===== src/rtl/rv_mop_crack.sv =====
// Macro-op cracker: re-expands fused load ops (ld.pc, ld.add, ld.shNadd) into two uops; others pass through.
// Latency: 1 cycle from input handshake to out_valid; cracked ops occupy the output for two uop slots.
// Backpressure: out_ready low freezes the output register and the pending uop2; in_ready drops while uop2 is held.
module rv_mop_crack (
  input  logic        clock,
  input  logic        reset_n,
  input  logic        flush,

  input  logic        in_valid,
  output logic        in_ready,
  input  logic [4:0]  in_rd,
  input  logic [4:0]  in_rs1,
  input  logic [4:0]  in_rs2,
  input  logic [4:0]  in_opcode,
  input  logic [2:0]  in_funct3,
  input  logic [6:0]  in_funct7,
  input  logic [32:0] in_imm,
  input  logic [1:0]  in_len_half_minus_one,

  output logic        out_valid,
  input  logic        out_ready,
  output logic [4:0]  out_rd,
  output logic [4:0]  out_rs1,
  output logic [4:0]  out_rs2,
  output logic [4:0]  out_opcode,
  output logic [2:0]  out_funct3,
  output logic [6:0]  out_funct7,
  output logic [32:0] out_imm,
  output logic        out_first,
  output logic        out_last,
  output logic [1:0]  out_len_half_minus_one
);

  localparam logic [4:0] OPC_FUSED = 5'b00010;
  localparam logic [4:0] OPC_LOAD  = 5'b00000;
  localparam logic [4:0] OPC_AUIPC = 5'b00101;
  localparam logic [4:0] OPC_OP    = 5'b01100;

  localparam logic [6:0] F7_LD_PC     = 7'b0000000;
  localparam logic [6:0] F7_LD_ADD    = 7'b0000001;
  localparam logic [6:0] F7_LD_SH1ADD = 7'b0000010;
  localparam logic [6:0] F7_LD_SH2ADD = 7'b0000011;
  localparam logic [6:0] F7_LD_SH3ADD = 7'b0000100;
  localparam logic [6:0] F7_SHADD     = 7'b0010000;

  // IDLE: no uop2 held. SECOND: uop1 sits in the output register, uop2 waits behind it.
  typedef enum logic {S_IDLE, S_SECOND} state_e;

  state_e      state_q;

  // Output register.
  logic        out_valid_q;
  logic [4:0]  out_rd_q, out_rs1_q, out_rs2_q, out_opcode_q;
  logic [2:0]  out_funct3_q;
  logic [6:0]  out_funct7_q;
  logic [32:0] out_imm_q;
  logic        out_first_q, out_last_q;
  logic [1:0]  out_len_q;

  // Second-uop register: uop2 is always a load, so only its variable fields are kept.
  logic [4:0]  pend_rd_q;
  logic [2:0]  pend_funct3_q;
  logic [32:0] pend_imm_q;
  logic [1:0]  pend_len_q;

  // Decoded first uop (or the pass-through uop) and the variable part of uop2.
  logic        crack;
  logic [4:0]  u1_rs1, u1_rs2, u1_opcode;
  logic [2:0]  u1_funct3;
  logic [6:0]  u1_funct7;
  logic [32:0] u1_imm;
  logic [32:0] u2_imm;
  logic [20:0] auipc_hi;

  // Upper 21 bits of the pc-relative offset, rounded so that the load's signed low 12 bits land exactly.
  assign auipc_hi = in_imm[32:12] + {20'd0, in_imm[11]};

  // Crack decode: default is a verbatim copy, overridden for the five fused forms.
  always_comb begin
    crack     = 1'b0;
    u1_rs1    = in_rs1;
    u1_rs2    = in_rs2;
    u1_opcode = in_opcode;
    u1_funct3 = in_funct3;
    u1_funct7 = in_funct7;
    u1_imm    = in_imm;
    u2_imm    = 33'd0;
    if (in_opcode == OPC_FUSED) begin
      unique case (in_funct7)
        F7_LD_PC: begin
          crack     = 1'b1;
          u1_opcode = OPC_AUIPC;
          u1_rs1    = 5'd0;
          u1_rs2    = 5'd0;
          u1_funct3 = 3'b000;
          u1_funct7 = 7'd0;
          u1_imm    = {auipc_hi, 12'd0};
          u2_imm    = {{21{in_imm[11]}}, in_imm[11:0]};
        end
        F7_LD_ADD: begin
          crack     = 1'b1;
          u1_opcode = OPC_OP;
          u1_funct3 = 3'b000;
          u1_funct7 = 7'd0;
          u1_imm    = 33'd0;
        end
        F7_LD_SH1ADD: begin
          crack     = 1'b1;
          u1_opcode = OPC_OP;
          u1_funct3 = 3'b010;
          u1_funct7 = F7_SHADD;
          u1_imm    = 33'd0;
        end
        F7_LD_SH2ADD: begin
          crack     = 1'b1;
          u1_opcode = OPC_OP;
          u1_funct3 = 3'b100;
          u1_funct7 = F7_SHADD;
          u1_imm    = 33'd0;
        end
        F7_LD_SH3ADD: begin
          crack     = 1'b1;
          u1_opcode = OPC_OP;
          u1_funct3 = 3'b110;
          u1_funct7 = F7_SHADD;
          u1_imm    = 33'd0;
        end
        default: begin
          crack = 1'b0;
        end
      endcase
    end
  end

  // Accept only when no uop2 is waiting and the output slot is free or draining this cycle.
  assign in_ready = !flush && (state_q == S_IDLE) && (!out_valid_q || out_ready);

  // Output register and crack FSM: flush, then uop2 drain, then new op, then plain drain.
  always_ff @(posedge clock or negedge reset_n) begin
    if (!reset_n) begin
      state_q       <= S_IDLE;
      out_valid_q   <= 1'b0;
      out_rd_q      <= 5'd0;
      out_rs1_q     <= 5'd0;
      out_rs2_q     <= 5'd0;
      out_opcode_q  <= 5'd0;
      out_funct3_q  <= 3'd0;
      out_funct7_q  <= 7'd0;
      out_imm_q     <= 33'd0;
      out_first_q   <= 1'b0;
      out_last_q    <= 1'b0;
      out_len_q     <= 2'd0;
      pend_rd_q     <= 5'd0;
      pend_funct3_q <= 3'd0;
      pend_imm_q    <= 33'd0;
      pend_len_q    <= 2'd0;
    end else if (flush) begin
      out_valid_q <= 1'b0;
      state_q     <= S_IDLE;
    end else if ((state_q == S_SECOND) && (!out_valid_q || out_ready)) begin
      out_valid_q  <= 1'b1;
      out_rd_q     <= pend_rd_q;
      out_rs1_q    <= pend_rd_q;
      out_rs2_q    <= 5'd0;
      out_opcode_q <= OPC_LOAD;
      out_funct3_q <= pend_funct3_q;
      out_funct7_q <= 7'd0;
      out_imm_q    <= pend_imm_q;
      out_first_q  <= 1'b0;
      out_last_q   <= 1'b1;
      out_len_q    <= pend_len_q;
      state_q      <= S_IDLE;
    end else if (in_valid && in_ready) begin
      out_valid_q  <= 1'b1;
      out_rd_q     <= in_rd;
      out_rs1_q    <= u1_rs1;
      out_rs2_q    <= u1_rs2;
      out_opcode_q <= u1_opcode;
      out_funct3_q <= u1_funct3;
      out_funct7_q <= u1_funct7;
      out_imm_q    <= u1_imm;
      out_first_q  <= 1'b1;
      out_last_q   <= !crack;
      out_len_q    <= crack ? 2'b00 : in_len_half_minus_one;
      if (crack) begin
        state_q       <= S_SECOND;
        pend_rd_q     <= in_rd;
        pend_funct3_q <= in_funct3;
        pend_imm_q    <= u2_imm;
        pend_len_q    <= in_len_half_minus_one;
      end
    end else if (out_ready) begin
      out_valid_q <= 1'b0;
    end
  end

  assign out_valid              = out_valid_q;
  assign out_rd                 = out_rd_q;
  assign out_rs1                = out_rs1_q;
  assign out_rs2                = out_rs2_q;
  assign out_opcode             = out_opcode_q;
  assign out_funct3             = out_funct3_q;
  assign out_funct7             = out_funct7_q;
  assign out_imm                = out_imm_q;
  assign out_first              = out_first_q;
  assign out_last               = out_last_q;
  assign out_len_half_minus_one = out_len_q;

endmodule


===== config.mk =====
export PLATFORM = sky130hd
export DESIGN_NAME = rv_mop_crack
export DESIGN_NICKNAME = d
export VERILOG_FILES = /design/src/rtl/rv_mop_crack.sv
export SDC_FILE = /design/constraint.sdc
export NUM_CORES = 1
export LEC_CHECK = 0
export ABC_AREA = 1
export CORE_UTILIZATION = 50
export DETAILED_ROUTE_END_ITERATION = 7
export GPL_TIMING_DRIVEN = 0
export PLACE_DENSITY_LB_ADDON = 0.12
export SETUP_SLACK_MARGIN = 0.05
export SLEW_MARGIN = 5
export SYNTH_ARGS = -nofsm -noshare
export SYNTH_HDL_FRONTEND = slang
export SYNTH_SLANG_ARGS = --single-unit

===== constraint.sdc =====
create_clock -name clock -period 2.78 [get_ports clock]
set_input_delay 0.834 -clock clock [delete_from_list [all_inputs] [get_ports clock]]
set_output_delay 0.834 -clock clock [all_outputs]
set_load 0.005 [all_outputs]

Word-level counts from Yosys, hierarchy flattened
Index checks and enable logic that the tools add are counted.
W data, S select, Z words.
Operators by class
  add/sub/neg operators: 1
  eq/ne operators: 5
  multiplexer cells: 45
  bitwise logic cells: 3
  reductions and logical operators: 20
Operator list (number)
  $mux W33: 5
  $pmux W33 S2: 1
  $mux W5: 13
  $add A21 B1 Y21: 1
  $mux W7: 3
  $eq A7 B2 Y1 const B: 2
  $mux W1: 14
  $pmux W7 S2: 1
  $pmux W3 S4: 1
  $pmux W5 S2: 1
  $mux W3: 3
  $eq A7 B1 Y1 const B: 1
  $eq A7 B3 Y1 const B: 1
  $logic_not A7 Y1: 1
  $mux W2: 3
  $reduce_bool A3 Y1: 2
  $eq A5 B2 Y1 const B: 1
  $reduce_or A5 Y1: 1
  $logic_and A1 B1 Y1: 4
  $reduce_and A2 Y1: 2
  $reduce_and A4 Y1: 1
  $reduce_bool A4 Y1: 1
  $reduce_or A4 Y1: 1
  $logic_not A1 Y1: 3
  other kinds (5): 7
Storage, ports and cells
  register bits after elaboration: 112
  input port bits: 70
  word-level logic and storage cells: 90

Depth between registers and ports, before layout
Gate-level depths: netlist of the first run.
  word-level depth: 8
  gate-level depth with buffers: 12
  mapped depth without buffers: 12

Worst setup path before layout of the first run
OpenSTA, ideal clock, no wires.
  path kind: input -> register
  start: in in_imm[11]
  end: reg out_imm_q[30] (netlist: out_imm[30])
  data arrival time: 2053 ps
  data required time: 2703 ps
  slack: 650 ps
  cell stages on the path: 10
  path buffers: 0
  path through: ha_1 -> ha_1 -> nand2_1 -> nor2_1 -> nand3_1 -> nor3_1 -> nand2_1 -> nand2_1 -> nand3_1 -> a21oi_1
On the way
  word-level cells in the longest chain between the ends: 5
Ends and longest elaborated chain
  start: declaration: line 17  | input logic [32:0] in_imm,
  $add A21 B1 Y21: line 76  | assign auipc_hi = in_imm[32:12] + {20'd0, in_imm[11]};
  $pmux W33 S2: line 89  | unique case (in_funct7)
  $mux W33: line 88  | if (in_opcode == OPC_FUSED) begin
  $mux W33: line 173  | end else if (in_valid && in_ready) begin
  $mux W33: line 160  | end else if ((state_q == S_SECOND) && (!out_valid_q || out_ready)) begin
  end signal: assignment: line 168  | out_imm_q <= pend_imm_q;
  end signal: assignment: line 181  | out_imm_q <= u1_imm;
  end: declaration: line 56  | logic [32:0] out_imm_q;
No other way between the ends. The select of a mux whose other input is x is not followed.
A chain may end at the register's enable or synchronous reset.

Worst setup path in the final report of the first run
  start: in flush
  end: out in_ready
On the way
  word-level cells in the longest chain between the ends: 3
Ends and longest elaborated chain
  start: declaration: line 7  | input logic flush,
  $logic_not A1 Y1: line 136  | assign in_ready = !flush && (state_q == S_IDLE) && (!out_valid_q || out_ready);
  $logic_and A1 B1 Y1 (2 in series): line 136
  end: declaration: line 10  | output logic in_ready,
No other way between the ends.

==> results of run 1 <==
-- final cells by class --
type	instances	share of cell area (%)
well taps	111	2.13
repair buffers	140	21.7
inverters	40	2.34
multi-input cells	437	33.2
clock buffers	10	1.96
clock inverters	6	1.11
flip-flops and latches	91	35.0
plain buffers	29	2.58
-- repair_timing --
item,CTS,global route
buffers inserted,0,1
gates resized for setup,1,5
endpoints found under the setup margin,1,7
pin swaps,1,1
gates cloned,0,0
-- synth_stat cells (2+ instances only) --
master	n	area share (%)
nor3_1	3	0.32
buf_2	14	1.5
a31oi_1	10	1.3
buf_4	7	1.1
nand4_1	9	1.2
a21oi_1	58	6.1
nand2_4	2	0.48
nand3_1	58	6.1
nor2_2	3	0.40
nor2_1	102	8.1
inv_2	6	0.48
nand2_2	4	0.53
clkbuf_1	6	0.48
ha_1	2	0.53
nor2_4	2	0.48
a32o_1	18	3.8
o21ai_0	19	2.0
inv_1	33	2.6
o21ai_1	4	0.42
buf_6	2	0.48
dfrtp_1	91	48
nand2_1	128	10
-- critical path: cells and delay by family --
kind          cells  cell delay, ns
buf+inv           2            0.77
simple gates      1            0.18
-- sequential cells by signal, summed over array words and instances (netlist names), 3 cells and up --
name,cells
out_rs2,5
pend_funct3_q,3
out_rd,5
pend_rd_q,5
out_imm,33
out_rs1,5
pend_imm_q,12
out_funct3,3
out_opcode,5
out_funct7,7
-- cell families (layout without fill, tap and decap cells) --
kind of cell / Yosys count / in the layout
AOI/OAI and AO/OA: 117 / 117
adders and majority gates: 2 / 2
xor gates and xnor gates: 2 / 2
buffers and inverters: 69 / 225
DFF: 91 / 91
and+or+nand+nor: 316 / 316
-- per-stage QoR --
| step | cell area (sq um) | hold WS, ns | setup slack [ns] | power (mW) | TNS, ns |
|---|---|---|---|---|---|
| 2_1_floorplan | 4740 | 0.454 | 0.650 | 1.93 | 0 |
| 3_3_place_gp | 6260 | 0.455 | -2.44 | 2.51 | -224.48 |
| 3_5_place_dp | 6280 | 0.459 | -0.253 | 2.55 | -5.84 |
| 4_1_cts | 6480 | 0.401 | 0.0740 | 3.48 | 0 |
| 5_1_grt | 6510 | 0.422 | 0.0738 | 3.62 | 0 |
| 6_report | 6510 | 0.395 | 0.155 | 3.46 | 0 |
-- layer usage --
layer | GRT usage (%) | vias to the layer above | part of all wire (%)
li1 | - | 2302 | -
met3 | 4.08 | 35 | 6.0
met4 | 12.2 | 0 | 2.6
met1 | 39.2 | 2307 | 42
met5 | 0 | - | 0
met2 | 51.8 | 205 | 49
-- worst paths after layout --
check                      startpoint             to  slack [ns]  cells past startpoint
hold / removal                reset_n     out_rs1[3]        0.39                      1
hold reg to reg             out_first      out_first        0.48                      2
min in group clock          out_first      out_first        0.48                      2
setup reg to reg            out_valid    out_imm[27]        0.73                      9
max in group asynchronous     reset_n  pend_imm_q[6]        1.73                      2
setup / recovery                flush       in_ready        0.16                      3
-- report_power, final --
part           switching (mW)  total [mW]  internal [mW]  leakage (nW)
logic                   0.353       0.899          0.546          1.89
registers               0.111        1.63           1.51          1.08
clock network           0.505       0.933          0.428         0.103
total                   0.969        3.46           2.49          3.07
==> key figures, run 1 <==
Outcome
  • Status: finished clean

Cells and area
  • Commonest cells after routing, fill and taps aside: clkdlybuf4s50_1, nand2_1, nor2_1, dfrtp_1
  • Post-Layout Cell Count: 864
  • Multi-input logic area: 2160 sq um
  • Commonest non-fill, non-tap cell in the layout: clkdlybuf4s50_1
  • Layout overhead on the synthesized area: 37.4%
  • Share of cells above drive strength 1: 9.30%
  • Finished Core Util: 70.8%
  • Fin nets: 820
  • Filler Cells Inserted: 783
  • Seq. cell area: 2280 sq um
  • Inserted Diodes: 0

Yosys
  • Seq/Total Area, Yosys: 48.1%
  • Post-Synth XOR/XNOR Area: 0.370%
  • Synth Flop Type: dfrtp_1
  • Synthesized area per cell: 7.94 sq um
  • Post-synthesis simple-gate area fraction: 28.9%
  • Mapped Area: 4740 sq um
  • Net Count, Synth: 669
  • Compound-Gate Fraction of Synth Area: 15.3%
  • Synth cell types: 38
  • Adder-Cell Fraction of Synth Area: 0.528%
  • EDFF count, synth: 0
  • Synth Instances: 597
  • Register bit total from synthesis: 91
  • Synth Warn #: 0
  • Largest family of logic cells by synthesized area: simple AND/OR/NAND/NOR gates
  • Ys async rst share: 100%
  • Post-synthesis mux area share: 0%

Global route
  • Largest net degree at the start of global routing: 64
  • Initial antenna violation count: 0
  • Vias in the first global route: 4857
  • Total GRT Usage: 30.4%
  • First-pass GRT wire length: 23500 microns
  • Grt ovf: 0

Detailed routing
  • Routed len/inst: 16.5 microns
  • Vias/cell: 5.61
  • Post-Route WL: 14200 microns
  • Post-route antenna net violation count: 0
  • DRT iter0 DRCs: 297
  • Vias: 4849
  • DRC: 0
  • DR pass1 iterations: 5

Clocking
  • H-tree depth: 3
  • Clock-pin slew on the worst setup and hold paths: 0.10 ns
  • Maximum buffer depth of the clock tree: 2
  • Clock sinks: 91
  • CTS buffer count: 9
  • Skew-Pair Late Insertion Delay: 0.36 ns
  • CTS tree: done
  • Hold buffer count at CTS: 0
  • Root buffer cell: clkbuf_8

Floorplanning
  • Die Ht: 99.3 microns
  • Initial Util: 51.5%
  • # IOs: 139
  • Core ar.: 9200 sq um
  • Rows: 35
  • Die W: 99.3 microns
  • Die ar.: 9870 sq um

Critical path
  • Crit start category: input pin
  • CP max FO: 4
  • Arrival time at the worst endpoint: 1.79 ns
  • Slowest cell on the critical path: clkdlybuf4s50_1
  • CP peak stage delay: 0.50 ns
  • Crit-path cells: clkdlybuf4s50_1 > nor2_1 > dlygate4sd2_1
  • WP data required: 1.95 ns
  • Endpoint class of the critical path: output pin
  • WS Path Type: input pin to output pin

Placed design
  • RePlAce Congestion: 0.884
  • Placed Instances: 847
  • PortBufs: 138
  • Post-DP HPWL: 10600 microns

STA
  • Crit path time final: 2.62 ns
  • Final hold violations: 0
  • Tightest Pin Transition: 0.588 ns
  • Fmax: 381 MHz
  • RSZ-0062 raised after global routing: false
  • Finish-stage setup viols: 0
  • Max transition margin: 60.8%
  • Clk_skew: 0.0142 ns
  • Tcrit/Tclk final: 94.4%
  • Final Max Slew Viols: 0

Power
  • Peak supply drop: 0.000298 V
  • Leakage: 3.07 nW
  • PwrDens: 531 nW/um^2

Hold path
  • Worst hold path class: input pin to asynchronous set/reset pin

Run
  • Max-cap violations: 0
No activity file was read; power rests on OpenSTA's default activity.
==> run 2, diff against run 1 <==
ABC_CLOCK_PERIOD_IN_PS = 2780   (was not set)
DONT_BUFFER_PORTS = 1   (was not set)
HOLD_SLACK_MARGIN = 0.12   (was not set)
==> run 2 against run 1 <==
Effect of this change:
- combinational power decreased by 64%
- critical path depth is 7 higher
- total power down 16%
- global-route usage fell by 3.1 points
- worst setup slack better by 0.53 ns
- non-clock buffer count decreased by 140
- die area did not move
- largest cell class unchanged
- largest power group unchanged
==> key figures, run 2 (same netlist as run 1, synthesis figures left out) <==
Run
  • Max-cap violations: 0

Cells and area
  • Inserted Diodes: 0
  • Finished Cell Area: 5080 sq um
  • Layout overhead on the synthesized area: 7.21%
  • Largest register FFs: 33
  • Commonest cells after routing, fill and taps aside: nand2_1, nor2_1, dfrtp_1, nand3_1, a21oi_1
  • Fin nets: 680
  • Seq. cell area: 2280 sq um
  • Commonest non-fill, non-tap cell in the layout: nand2_1
  • Filler Cells Inserted: 882
  • Share of cells above drive strength 1: 10.6%
  • Finished Core Util: 55.2%
  • Multi-input logic area: 2140 sq um

Power
  • Clock power share: 31.7%
  • Peak supply drop: 0.000291 V
  • P_int: 2.11 mW
  • Sequential Power Share: 57.2%
  • PwrDens: 575 nW/um^2
  • Leakage: 2.48 nW
  • Combinational share of power: 11.1%
  • Net Sw Power: 0.812 mW
  • Sw Ratio: 27.8%

Critical path
  • Reg2Reg Setup Slack: 0.72 ns
  • Crit start category: input pin
  • WP data required: 3.07 ns
  • FF-to-FF path depth: 8
  • WS Path Type: input pin to flip-flop
  • Arrival time at the worst endpoint: 2.38 ns
  • Worst r2r src: out_valid
  • CP max FO: 5
  • Endpoint class of the critical path: flip-flop
  • RR Endpoint: out_imm[28]

Clocking
  • Skew-Pair Late Insertion Delay: 0.35 ns
  • Hold buffer count at CTS: 0
  • Clock sinks: 91
  • Maximum buffer depth of the clock tree: 2
  • H-tree depth: 3
  • Clock-pin slew on the worst setup and hold paths: 0.10 ns
  • PostCTS Resize Cnt: 0
  • CTS tree: done
  • Root buffer cell: clkbuf_8
  • Number of setup buffers added after CTS: 0
  • CTS buffer count: 9

Floorplanning
  • Core ar.: 9200 sq um
  • # IOs: 139
  • Die ar.: 9870 sq um
  • Rows: 35
  • Die Ht: 99.3 microns
  • Die W: 99.3 microns
  • Initial Util: 51.5%

STA
  • RSZ-0062 raised after global routing: false
  • Final hold violations: 0
  • Tightest Pin Transition: 0.608 ns
  • Finish-stage setup viols: 0
  • Final TNS setup: 0 ns
  • Max transition margin: 59.4%
  • Tcrit/Tclk final: 75.4%
  • Min Hold Slack: 0.158 ns
  • Final Max Slew Viols: 0
  • Clk_skew: 0.0124 ns
  • Crit path time final: 2.10 ns
  • Fmax: 477 MHz

Detailed routing
  • DRT iter0 DRCs: 214
  • DRC: 0
  • DR pass1 iterations: 5
  • Vias: 4093
  • Routed len/inst: 17.5 microns
  • Post-route antenna net violation count: 0
  • Post-Route WL: 12700 microns
  • Vias/cell: 5.65

Placed design
  • PortBufs: 0
  • DP Area: 4880 sq um
  • RePlAce Congestion: 0.888
  • Post-DP HPWL: 9410 microns

Hold path
  • Worst hold path class: input pin to asynchronous set/reset pin

Global route
  • Initial antenna violation count: 0
  • Grt ovf: 0
  • First-pass GRT wire length: 21000 microns
  • Largest net degree at the start of global routing: 92
  • Total GRT Usage: 27.3%
  • Vias in the first global route: 4098

Outcome
  • Status: finished clean
==> run 2: changes by cell type in the layout (fill, tap and decap cells not counted), sizes merged, moves of 3 or more <==
cell           delta
buf               -3
clkinvlp          +3
clkinv            -3
clkdlybuf4s50   -135
==> run 2: area by class of cell <==
type	instances	share of cell area [%]
Buffer	29	3.30
Clock buffer	11	2.78
Clock inverter	5	1.21
Inverter	40	3.00
Multi-Input combinational cell	437	42.1
Sequential cell	91	44.8
Tap cell	111	2.73
==> run 2: worst max-delay path: stages <==
cell,delay (ns)
ha_1,0.18
ha_1,0.18
nand2_1,0.09
nor2_1,0.27
nand3_1,0.15
nor3_1,0.29
nand2_1,0.09
nand2_1,0.07
nand3_1,0.07
a21oi_1,0.15
==> run 2: power by group through the flow <==
stage | combinational (mW) | sequential, mW | clock [mW]
floorplan | 0.273 | 1.66 | 0
global placement | 0.314 | 1.70 | 0
detailed placement | 0.324 | 1.70 | 0
CTS | 0.326 | 1.68 | 0.939
global route | 0.383 | 1.70 | 0.996
finish | 0.323 | 1.67 | 0.926
==> run 2: metrics by stage <==
| stage | setup WS (ns) | power (mW) | std cells |
|---|---|---|---|
| after floorplan | 0.650 | 1.93 | 597 |
| after global placement | 0.379 | 2.01 | 708 |
| after detailed placement | 0.339 | 2.03 | 708 |
| after CTS | 0.717 | 2.94 | 724 |
| after global routing | 0.447 | 3.08 | 724 |
| final | 0.684 | 2.92 | 724 |
==> run 2: how the worst max path moves through the flow <==
stage	start	to	slack (ns)	cells past startpoint
final	in_imm[11]	out_imm[30]	0.68	10
after global routing	in_imm[11]	out_imm[30]	0.45	10
after CTS	in_imm[11]	out_imm[30]	0.72	10
after detailed placement	in_imm[11]	out_imm[30]	0.34	10
after global placement	in_imm[11]	out_imm[30]	0.38	10
after floorplan	in_imm[11]	out_imm[30]	0.65	10
==> run 2: metal layers <==
| layer | routed length [microns] | track usage, % | up-vias | part of all wire (%) |
|---|---|---|---|---|
| met1 | 5290 | 34.7 | 1922 | 42 |
| met5 | 0 | 0 | - | 0 |
| li1 | - | - | 2025 | - |
| met3 | 1030 | 8.85 | 16 | 8.1 |
| met4 | 218 | 7.24 | 0 | 1.7 |
| met2 | 6120 | 45.0 | 130 | 48 |
==> run 3, diff against run 2 <==
ABC_CLOCK_PERIOD_IN_PS = 1830   (was 2780)
clock period = 1.83 ns   (was 2.78 ns; I/O delays follow)
==> run 3 against run 2 <==
Effect of this change:
- the flow now finishes with violations (hold timing)
- total power rose by 57%
- core utilization increased by 1.3 points
- final area grew 2.4%
- worst hold slack got worse by 0.29 ns
- sequential power increased by 52%
- largest cell class unchanged
- worst setup slack worse by 0.53 ns
- wire length rose by 4.8%
==> key figures, run 3 (same netlist as run 1, synthesis figures left out) <==
STA
  • Finish-stage setup viols: 0
  • RSZ-0062 raised after global routing: true
  • Tightest Pin Transition: 0.431 ns
  • Fmax: 595 MHz
  • Setup ws final: 0.150 ns
  • Min Hold Slack: -0.134 ns
  • Max transition margin: 71.3%
  • Crit path time final: 1.68 ns
  • Clk_skew: 0.00975 ns
  • Final TNS setup: 0 ns
  • Final Max Slew Viols: 0
  • Final hold violations: 91
  • Tcrit/Tclk final: 91.8%

Clocking
  • Clock sinks: 91
  • Clock-pin slew on the worst setup and hold paths: 0.10 ns
  • Skew-Pair Late Insertion Delay: 0.36 ns
  • H-tree depth: 3
  • CTS tree: done
  • CTS buffer count: 9
  • Root buffer cell: clkbuf_8
  • Maximum buffer depth of the clock tree: 2

Global route
  • Grt ovf: 0
  • First-pass GRT wire length: 21700 microns
  • Vias in the first global route: 4181
  • M3 GR Usage: 7.17%
  • Largest net degree at the start of global routing: 92
  • GR met1 Demand/Resource: 37.5%
  • Total GRT Usage: 28.3%
  • Grt met2 use: 46.4%
  • GRT busiest layer: met2
  • Initial antenna violation count: 0

Power
  • Peak supply drop: 0.000379 V
  • PwrDens: 881 nW/um^2
  • Leakage: 2.55 nW

Critical path
  • Arrival time at the worst endpoint: 1.93 ns
  • Crit start category: input pin
  • WP data required: 2.08 ns
  • WS Path Type: input pin to flip-flop
  • CP max FO: 5
  • Endpoint class of the critical path: flip-flop

Cells and area
  • Filler Cells Inserted: 908
  • Layout overhead on the synthesized area: 9.77%
  • Largest register FFs: 33
  • Commonest cells after routing, fill and taps aside: nand2_1, nor2_1, dfrtp_1, a21oi_1, nand3_1
  • Post-Layout Cell Count: 731
  • Finished Cell Area: 5200 sq um
  • Commonest non-fill, non-tap cell in the layout: nand2_1
  • Inserted Diodes: 0
  • Share of cells above drive strength 1: 13.4%
  • Fin nets: 687

Floorplanning
  • # IOs: 139
  • Die ar.: 9870 sq um
  • Die Ht: 99.3 microns
  • Rows: 35
  • Core ar.: 9200 sq um
  • Initial Util: 51.5%
  • Die W: 99.3 microns

Detailed routing
  • Post-Route WL: 13300 microns
  • Post-route antenna net violation count: 0
  • Vias: 4177
  • Vias/cell: 5.71
  • Routed len/inst: 18.1 microns
  • DRC: 0
  • DRT iter0 DRCs: 159
  • DR pass1 iterations: 5

Placed design
  • RePlAce Congestion: 0.872
  • Setup WS pre-CTS: -0.315 ns
  • Post-DP HPWL: 9690 microns
  • PortBufs: 0
  • DP Area: 4880 sq um
  • Placed Instances: 708

Run
  • Max-cap violations: 0

Outcome
  • Failing checks: hold timing
  • Status: complete, but fails checks

Hold path
  • Worst hold path class: input pin to asynchronous set/reset pin
==> run 3: changes by cell type in the layout (fill, tap and decap cells not counted), moves of 4 or more <==
cell      delta
buf_4        +5
clkbuf_2     +5
clkbuf_1     -4
nor2_1       -4
==> run 3: metal layers <==
metal  routed length [microns]  up-vias
li1                          -     2039
met1                      5910     2013
met2                      6260      113
met3                       964       12
met4                       133        0
met5                         0        -
==> run 3: repair_timing <==
item                                    4_1_cts  5_1_grt
resized for setup                             5       15
buffers inserted                              4        3
endpoints found under the hold margin        91       91
pin swaps                                     2        4
endpoints found under the setup margin       77       63
gates cloned                                  0        0
==> run 3: cell type report <==
cell class | count | area [sq um] | share of cell area (%)
sequential | 91 | 2280 | 43.8
multi-input combinational | 437 | 2170 | 41.8
buffer | 29 | 186 | 3.58
inverter | 40 | 155 | 2.98
tap | 111 | 139 | 2.67
clock buffer | 11 | 131 | 2.53
clock inverter | 5 | 85.1 | 1.64
timing repair buffer | 7 | 52.6 | 1.01
==> run 3: worst paths after layout <==
path | slack [ns] | depth (start not counted) | from | endpoint
setup / recovery | 0.15 | 11 | in_imm[11] | out_imm[26]
hold / removal | -0.13 | 0 | reset_n | out_rs1[3]
setup reg to reg | 0.17 | 8 | out_valid | out_imm[8]
hold reg to reg | 0.50 | 2 | pend_funct3_q[2] | pend_funct3_q[2]
max in group asynchronous | 1.84 | 0 | reset_n | out_imm[17]
min in group clock | 0.27 | 1 | flush | state_q
==> run 3: critical path, cell delays in order <==
cell and delay, ns:
ha_1 0.18, ha_1 0.19, nand2_1 0.13, nor2_4 0.17, nand2_1 0.12, nor2_1 0.17
inv_1 0.07, o21ai_1 0.12, nand2_1 0.06, nand3_1 0.09, a21oi_1 0.07
==> run 3: where the power goes <==
part,switching (mW),internal (mW),total [mW]
logic,0.275,0.230,0.505
registers,0.240,2.30,2.54
clock network,0.752,0.779,1.53
==> run 3: stage by stage <==
stage	power, mW	util (%)
detailed placement	3.08	53.1
global route	4.80	56.6
CTS	4.60	56.0
global placement	3.06	53.1
finish	4.58	56.6
floorplan	2.93	-
